[src/rtl/mips_multicycle_control.sv]
// Multi-cycle MIPS control sequencer.
// Moore FSM that steps the shared-memory datapath through fetch, decode,
// execute, memory and write-back. It counts retired instructions and flags
// unsupported opcodes.
module mips_multicycle_control #(
   parameter int CNT_W = 32
) (
   input  logic             clk,
   input  logic             reset,
   input  logic [5:0]       opcode,
   input  logic             zero,
   input  logic             mem_ready,
   output logic             PCWrite,
   output logic             PCWriteCond,
   output logic             IorD,
   output logic             MemRead,
   output logic             MemWrite,
   output logic             MemtoReg,
   output logic             IRWrite,
   output logic             RegWrite,
   output logic             RegDst,
   output logic             ALUSrcA,
   output logic [1:0]       ALUSrcB,
   output logic [1:0]       ALUOp,
   output logic [1:0]       PCSource,
   output logic [3:0]       state_dbg,
   output logic             illegal_op,
   output logic [CNT_W-1:0] instr_retired
);

   typedef enum logic [3:0] {
      S_FETCH   = 4'd0,
      S_DECODE  = 4'd1,
      S_MEMADDR = 4'd2,
      S_MEMRD   = 4'd3,
      S_MEMWB   = 4'd4,
      S_MEMWR   = 4'd5,
      S_EXEC    = 4'd6,
      S_RWB     = 4'd7,
      S_BRANCH  = 4'd8,
      S_JUMP    = 4'd9,
      S_ADDIEX  = 4'd10,
      S_ADDIWB  = 4'd11
   } state_t;

   typedef struct packed {
      logic       pc_write;
      logic       pc_write_cond;
      logic       i_or_d;
      logic       mem_read;
      logic       mem_write;
      logic       mem_to_reg;
      logic       ir_write;
      logic       reg_write;
      logic       reg_dst;
      logic       alu_src_a;
      logic [1:0] alu_src_b;
      logic [1:0] alu_op;
      logic [1:0] pc_source;
   } ctl_t;

   localparam logic [5:0] OP_R    = 6'b000000;
   localparam logic [5:0] OP_LW   = 6'b100011;
   localparam logic [5:0] OP_SW   = 6'b101011;
   localparam logic [5:0] OP_BEQ  = 6'b000100;
   localparam logic [5:0] OP_J    = 6'b000010;
   localparam logic [5:0] OP_ADDI = 6'b001000;

   // Moore part of the datapath controls for a given state; the FETCH
   // IRWrite/PCWrite terms depend on mem_ready and are added later.
   function automatic ctl_t state_ctl(input state_t st);
      ctl_t c;
      c = '0;
      case (st)
         S_FETCH: begin
            c.mem_read  = 1'b1;
            c.alu_src_b = 2'b01;
         end
         S_DECODE:  c.alu_src_b = 2'b11;
         S_MEMADDR, S_ADDIEX: begin
            c.alu_src_a = 1'b1;
            c.alu_src_b = 2'b10;
         end
         S_MEMRD: begin
            c.mem_read = 1'b1;
            c.i_or_d   = 1'b1;
         end
         S_MEMWR: begin
            c.mem_write = 1'b1;
            c.i_or_d    = 1'b1;
         end
         S_MEMWB: begin
            c.reg_write  = 1'b1;
            c.mem_to_reg = 1'b1;
         end
         S_EXEC: begin
            c.alu_src_a = 1'b1;
            c.alu_op    = 2'b10;
         end
         S_RWB: begin
            c.reg_write = 1'b1;
            c.reg_dst   = 1'b1;
         end
         S_ADDIWB:  c.reg_write = 1'b1;
         S_BRANCH: begin
            c.alu_src_a     = 1'b1;
            c.alu_op        = 2'b01;
            c.pc_write_cond = 1'b1;
            c.pc_source     = 2'b01;
         end
         S_JUMP: begin
            c.pc_write  = 1'b1;
            c.pc_source = 2'b10;
         end
         default:   c = '0;
      endcase
      return c;
   endfunction

   state_t           r_state;
   ctl_t             r_ctl;
   logic [CNT_W-1:0] r_instr_retired;
   state_t           w_next_state;
   logic             w_retire;
   logic             w_supported;
   logic             w_state_legal;
   ctl_t             w_ctl;
   logic             w_unused_zero;

   // The branch decision is made in the datapath; zero is only observed here.
   assign w_unused_zero = zero;

   // Opcode support check used by DECODE and the illegal-opcode flag.
   always_comb begin
      w_supported = 1'b0;
      case (opcode)
         OP_R, OP_LW, OP_SW, OP_BEQ, OP_J, OP_ADDI: w_supported = 1'b1;
         default:                                   w_supported = 1'b0;
      endcase
   end

   // Next-state selection and retirement detection.
   always_comb begin
      w_next_state = S_FETCH;
      w_retire     = 1'b0;
      case (r_state)
         S_FETCH:   w_next_state = mem_ready ? S_DECODE : S_FETCH;
         S_DECODE: begin
            case (opcode)
               OP_LW, OP_SW: w_next_state = S_MEMADDR;
               OP_R:         w_next_state = S_EXEC;
               OP_BEQ:       w_next_state = S_BRANCH;
               OP_J:         w_next_state = S_JUMP;
               OP_ADDI:      w_next_state = S_ADDIEX;
               default:      w_next_state = S_FETCH;
            endcase
         end
         S_MEMADDR: w_next_state = (opcode == OP_SW) ? S_MEMWR : S_MEMRD;
         S_MEMRD:   w_next_state = mem_ready ? S_MEMWB : S_MEMRD;
         S_MEMWR: begin
            w_next_state = mem_ready ? S_FETCH : S_MEMWR;
            w_retire     = mem_ready;
         end
         S_EXEC:    w_next_state = S_RWB;
         S_ADDIEX:  w_next_state = S_ADDIWB;
         S_MEMWB, S_RWB, S_ADDIWB, S_BRANCH, S_JUMP: begin
            w_next_state = S_FETCH;
            w_retire     = 1'b1;
         end
         default:   w_next_state = S_FETCH;
      endcase
   end

   // State, registered control vector (decoded for the state being entered)
   // and retired-instruction counter.
   always_ff @(posedge clk or posedge reset) begin
      if (reset) begin
         r_state         <= S_FETCH;
         r_ctl           <= state_ctl(S_FETCH);
         r_instr_retired <= '0;
      end else begin
         r_state <= w_next_state;
         r_ctl   <= state_ctl(w_next_state);
         if (w_retire) begin
            r_instr_retired <= r_instr_retired + {{(CNT_W-1){1'b0}}, 1'b1};
         end else begin
            r_instr_retired <= r_instr_retired;
         end
      end
   end

   assign w_state_legal = (r_state <= S_ADDIWB);

   // Final control vector: silence everything in unused encodings, kill the
   // strobes while reset is held, and add the FETCH mem_ready terms.
   always_comb begin
      w_ctl = r_ctl;
      if (!w_state_legal) begin
         w_ctl = '0;
      end else if (reset) begin
         w_ctl.pc_write      = 1'b0;
         w_ctl.pc_write_cond = 1'b0;
         w_ctl.mem_read      = 1'b0;
         w_ctl.mem_write     = 1'b0;
         w_ctl.ir_write      = 1'b0;
         w_ctl.reg_write     = 1'b0;
      end else begin
         w_ctl.pc_write = r_ctl.pc_write | ((r_state == S_FETCH) & mem_ready);
         w_ctl.ir_write = r_ctl.ir_write | ((r_state == S_FETCH) & mem_ready);
      end
   end

   assign PCWrite       = w_ctl.pc_write;
   assign PCWriteCond   = w_ctl.pc_write_cond;
   assign IorD          = w_ctl.i_or_d;
   assign MemRead       = w_ctl.mem_read;
   assign MemWrite      = w_ctl.mem_write;
   assign MemtoReg      = w_ctl.mem_to_reg;
   assign IRWrite       = w_ctl.ir_write;
   assign RegWrite      = w_ctl.reg_write;
   assign RegDst        = w_ctl.reg_dst;
   assign ALUSrcA       = w_ctl.alu_src_a;
   assign ALUSrcB       = w_ctl.alu_src_b;
   assign ALUOp         = w_ctl.alu_op;
   assign PCSource      = w_ctl.pc_source;
   assign state_dbg     = r_state;
   assign illegal_op    = ~reset & (r_state == S_DECODE) & ~w_supported;
   assign instr_retired = r_instr_retired;

endmodule
[config.mk]
export PLATFORM = sky130hd
export DESIGN_NAME = mips_multicycle_control
export DESIGN_NICKNAME = d
export VERILOG_FILES = /design/src/rtl/mips_multicycle_control.sv
export SDC_FILE = /design/constraint.sdc
export NUM_CORES = 1
export LEC_CHECK = 0
export CAP_MARGIN = 0
export CORE_UTILIZATION = 49
export DETAILED_ROUTE_END_ITERATION = 8
export PLACE_DENSITY = 0.8
export SYNTH_ARGS = -nofsm -noshare
export SYNTH_HDL_FRONTEND = slang
export SYNTH_SLANG_ARGS = --single-unit
export TNS_END_PERCENT = 50
[constraint.sdc]
create_clock -name clk -period 2.18 [get_ports clk]
set_input_delay 0.327 -clock clk [delete_from_list [all_inputs] [get_ports clk]]
set_output_delay 0.327 -clock clk [all_outputs]
set_load 0.01 [all_outputs]
==> results.toml <==
[synthesis]
yosysTopAreaCell = "dfrtp_1"
avgSynthCellArea_um2 = 10.6
syn_inst = 232
syn_nets = 243
netlist_area_um2 = 2460
ys_ff_latch = 50
synth_warnings = 0
synth_ff_type = "dfrtp_1"
synth_edf_count = 0
async_flop_share_pct = 100
synthDistinctLibCells = 45
yosysSeqAreaShare_pct = 50.9
synth_area_leaders = "dfrtp_1 (49%), xnor2_1 (8.9%), and2_1 (3.3%), xor2_1 (2.8%), nand4_1 (2.8%)"
synth_top_area_share_pct = 48.7

[clock_tree]
cts_hold_buffers = 0
cts.sinks = 50
ctsRootBufferMaster = "clkbuf_8"
htreeDepth = 2
cts_made_buffers = 5
insertion_delay_ps = 300
clock_path_buffers = 2
path_clk_slew_ps = 90
cts_tree = "done"
post_cts_buffers = 0
cts_resized = 4

[pwr]
power_leakage_nw = 1.58
power_density_nw_per_um2 = 747
ir_drop_v = 0.000435

[timing]
finalHoldViolations = 0
fin_tns_setup_ps = 0
finClkSkew_ps = 6.47
slew_viol_final = 0
setup_ws_ps = 86.0
fin_crit_ps = 2090
finalCritPeriodShare_pct = 96.1
maxSlewHeadroom_pct = 68.7
max_freq_mhz = 478
grt_setup_unrepaired = "no"
setup_viol = 0
tightest_slew_ps = 468

[critical_path]
cp_cell_sequence = "or4b_4 -> nor3_1 -> dlygate4sd2_1"
max_stage_delay_ps = 550
crit_required_ps = 1850
cp-start-kind = "flip-flop"
worst-path-buf-inv = 1
cp_slowest_cell = "or4b_4"
cp-end-kind = "output port"
cp_data_arrival_time_ps = 1770
worst-path-max-fanout = 5
crit_family = "simple AND/OR/NAND/NOR gates"
crit_type = "flip-flop to output port"

[layout]
design_area_um2 = 3470
area_growth_pct = 41.0
fillers = 346
drive_gt1_share_pct = 16.7
multi_input_area_um2 = 1160
ff_latch_area_um2 = 1250
diodes = 0
final_nets = 335

[place]
io_buffers = 61
place_congestion = 0.804
place_area_um2 = 3360
post-dp-hpwl_um = 4070
place_ws_ps = -33.4

[drt]
num_vias = 2060
first_pass_iters = 4
routed_wirelength_um = 5440
avgRoutedWirePerCell_um = 13.9
drt_iter0_markers = 78
ant_nets = 0
vias_per_cell = 5.27
drc = 0

[floorplanning]
core_um2 = 4790
start_util_pct = 51.5
die-area_um2 = 5320
dieWidth_um = 72.9
num_rows = 25
die_h_um = 72.9
pin_count = 63

[global_route]
gr-total-overflow = 0
grt_max_degree = 29
grt_pass1_wl_um = 8930
antenna_found_initial = 0
grt_pass1_vias = 1902
grt_usage_pct = 22.1

[flow_run]
drv_cap = 0

[worst_hold_path]
hold_class = "flip-flop to flip-flop"

[run_status]
status = "completed"
[layout make-up]
type	instances	area share (%)
clock inverter	1	0.864
tap	67	2.41
timing repair buffer	91	23.9
multi-input combinational	168	33.5
inverter	8	0.864
clock buffer	6	2.38
sequential	50	36.1
[path summary, 6_finish.rpt]
kind	start	to	slack [ps]	depth (start not counted)
worst max-delay path	state_dbg[3]	illegal_op	90	3
worst min-delay path	instr_retired[31]	instr_retired[31]	480	1
worst max register to register	state_dbg[3]	instr_retired[17]	200	8
worst min register to register	instr_retired[31]	instr_retired[31]	480	1
min in group asynchronous	reset	state_dbg[2]	580	3
max in group asynchronous	reset	instr_retired[16]	1310	3
[registers in the layout, indices dropped and copies added (netlist names)]
name           count
instr_retired     32
r_ctl             14
state_dbg          4
[layer usage]
layer	vias to the layer above	wire length, µm	global-route usage (%)
li1	994	-	-
met1	996	2440	30.0
met2	66	2740	36.0
met3	4	232	5.11
met4	0	33	5.66
met5	-	0	0
[placed cells by master, fill, tap and decap left out, drive strengths merged, types with 7 or more instances in the layout]
master,count
clkdlybuf4s50,58
dfrtp,48
buf,30
xnor2,25
nand2,18
nor2,15
and2,13
nand3,12
nand4,11
and3,11
xor2,8
inv,8
o21ai,7
[power breakdown]
group          leakage, nW  internal [mW]  switching [mW]
registers            0.682           1.03          0.0738
clock network       0.0573          0.367           0.286
logic                0.838          0.428           0.409
[cells in the mapped netlist (3+ instances only)]
cell type and n:
o21ai_0 7, a21oi_1 6, buf_2 3, nor3_1 4, nor2b_1 5, and2_1 13, xor2_1 8, and3_1 9
nand2_1 18, nand4_1 11, and4_1 4, dfrtp_1 48, nor2_1 15, nand3_1 10, xnor2_1 25, inv_1 8
[metrics by stage]
stage / total power [mW] / hold slack, ps / std cells / util [%]
after floorplan: 1.54 / 402 / 232 / -
after global placement: 1.94 / 461 / 384 / 70.2
after detailed placement: 1.95 / 471 / 384 / 70.2
after CTS: 2.60 / 483 / 391 / 72.5
after global routing: 2.72 / 509 / 391 / 72.6
final: 2.59 / 477 / 391 / 72.6
[worst reg2reg max path: stages, from the launching register on]
cell and delay [ps]:
dfrtp_1 440, buf_4 170, and2_1 190, buf_4 170, nor4_4 260, and2_1 200, buf_4 160, nand4_1 120
xnor2_1 150
[cell families (layout without fill, tap and decap cells)]
logic type,after synthesis,in the layout,synth area share (%)
adders and majority gates,1,1,0.508
muxes,1,1,0.457
buffers and inverters,14,106,2.28
AOI/OAI and AO/OA,22,22,5.53
xor gates and xnor gates,33,33,11.7
and+or+nand+nor,111,111,28.6
DFF,50,50,50.9
Power figures use the tool's default switching activity.
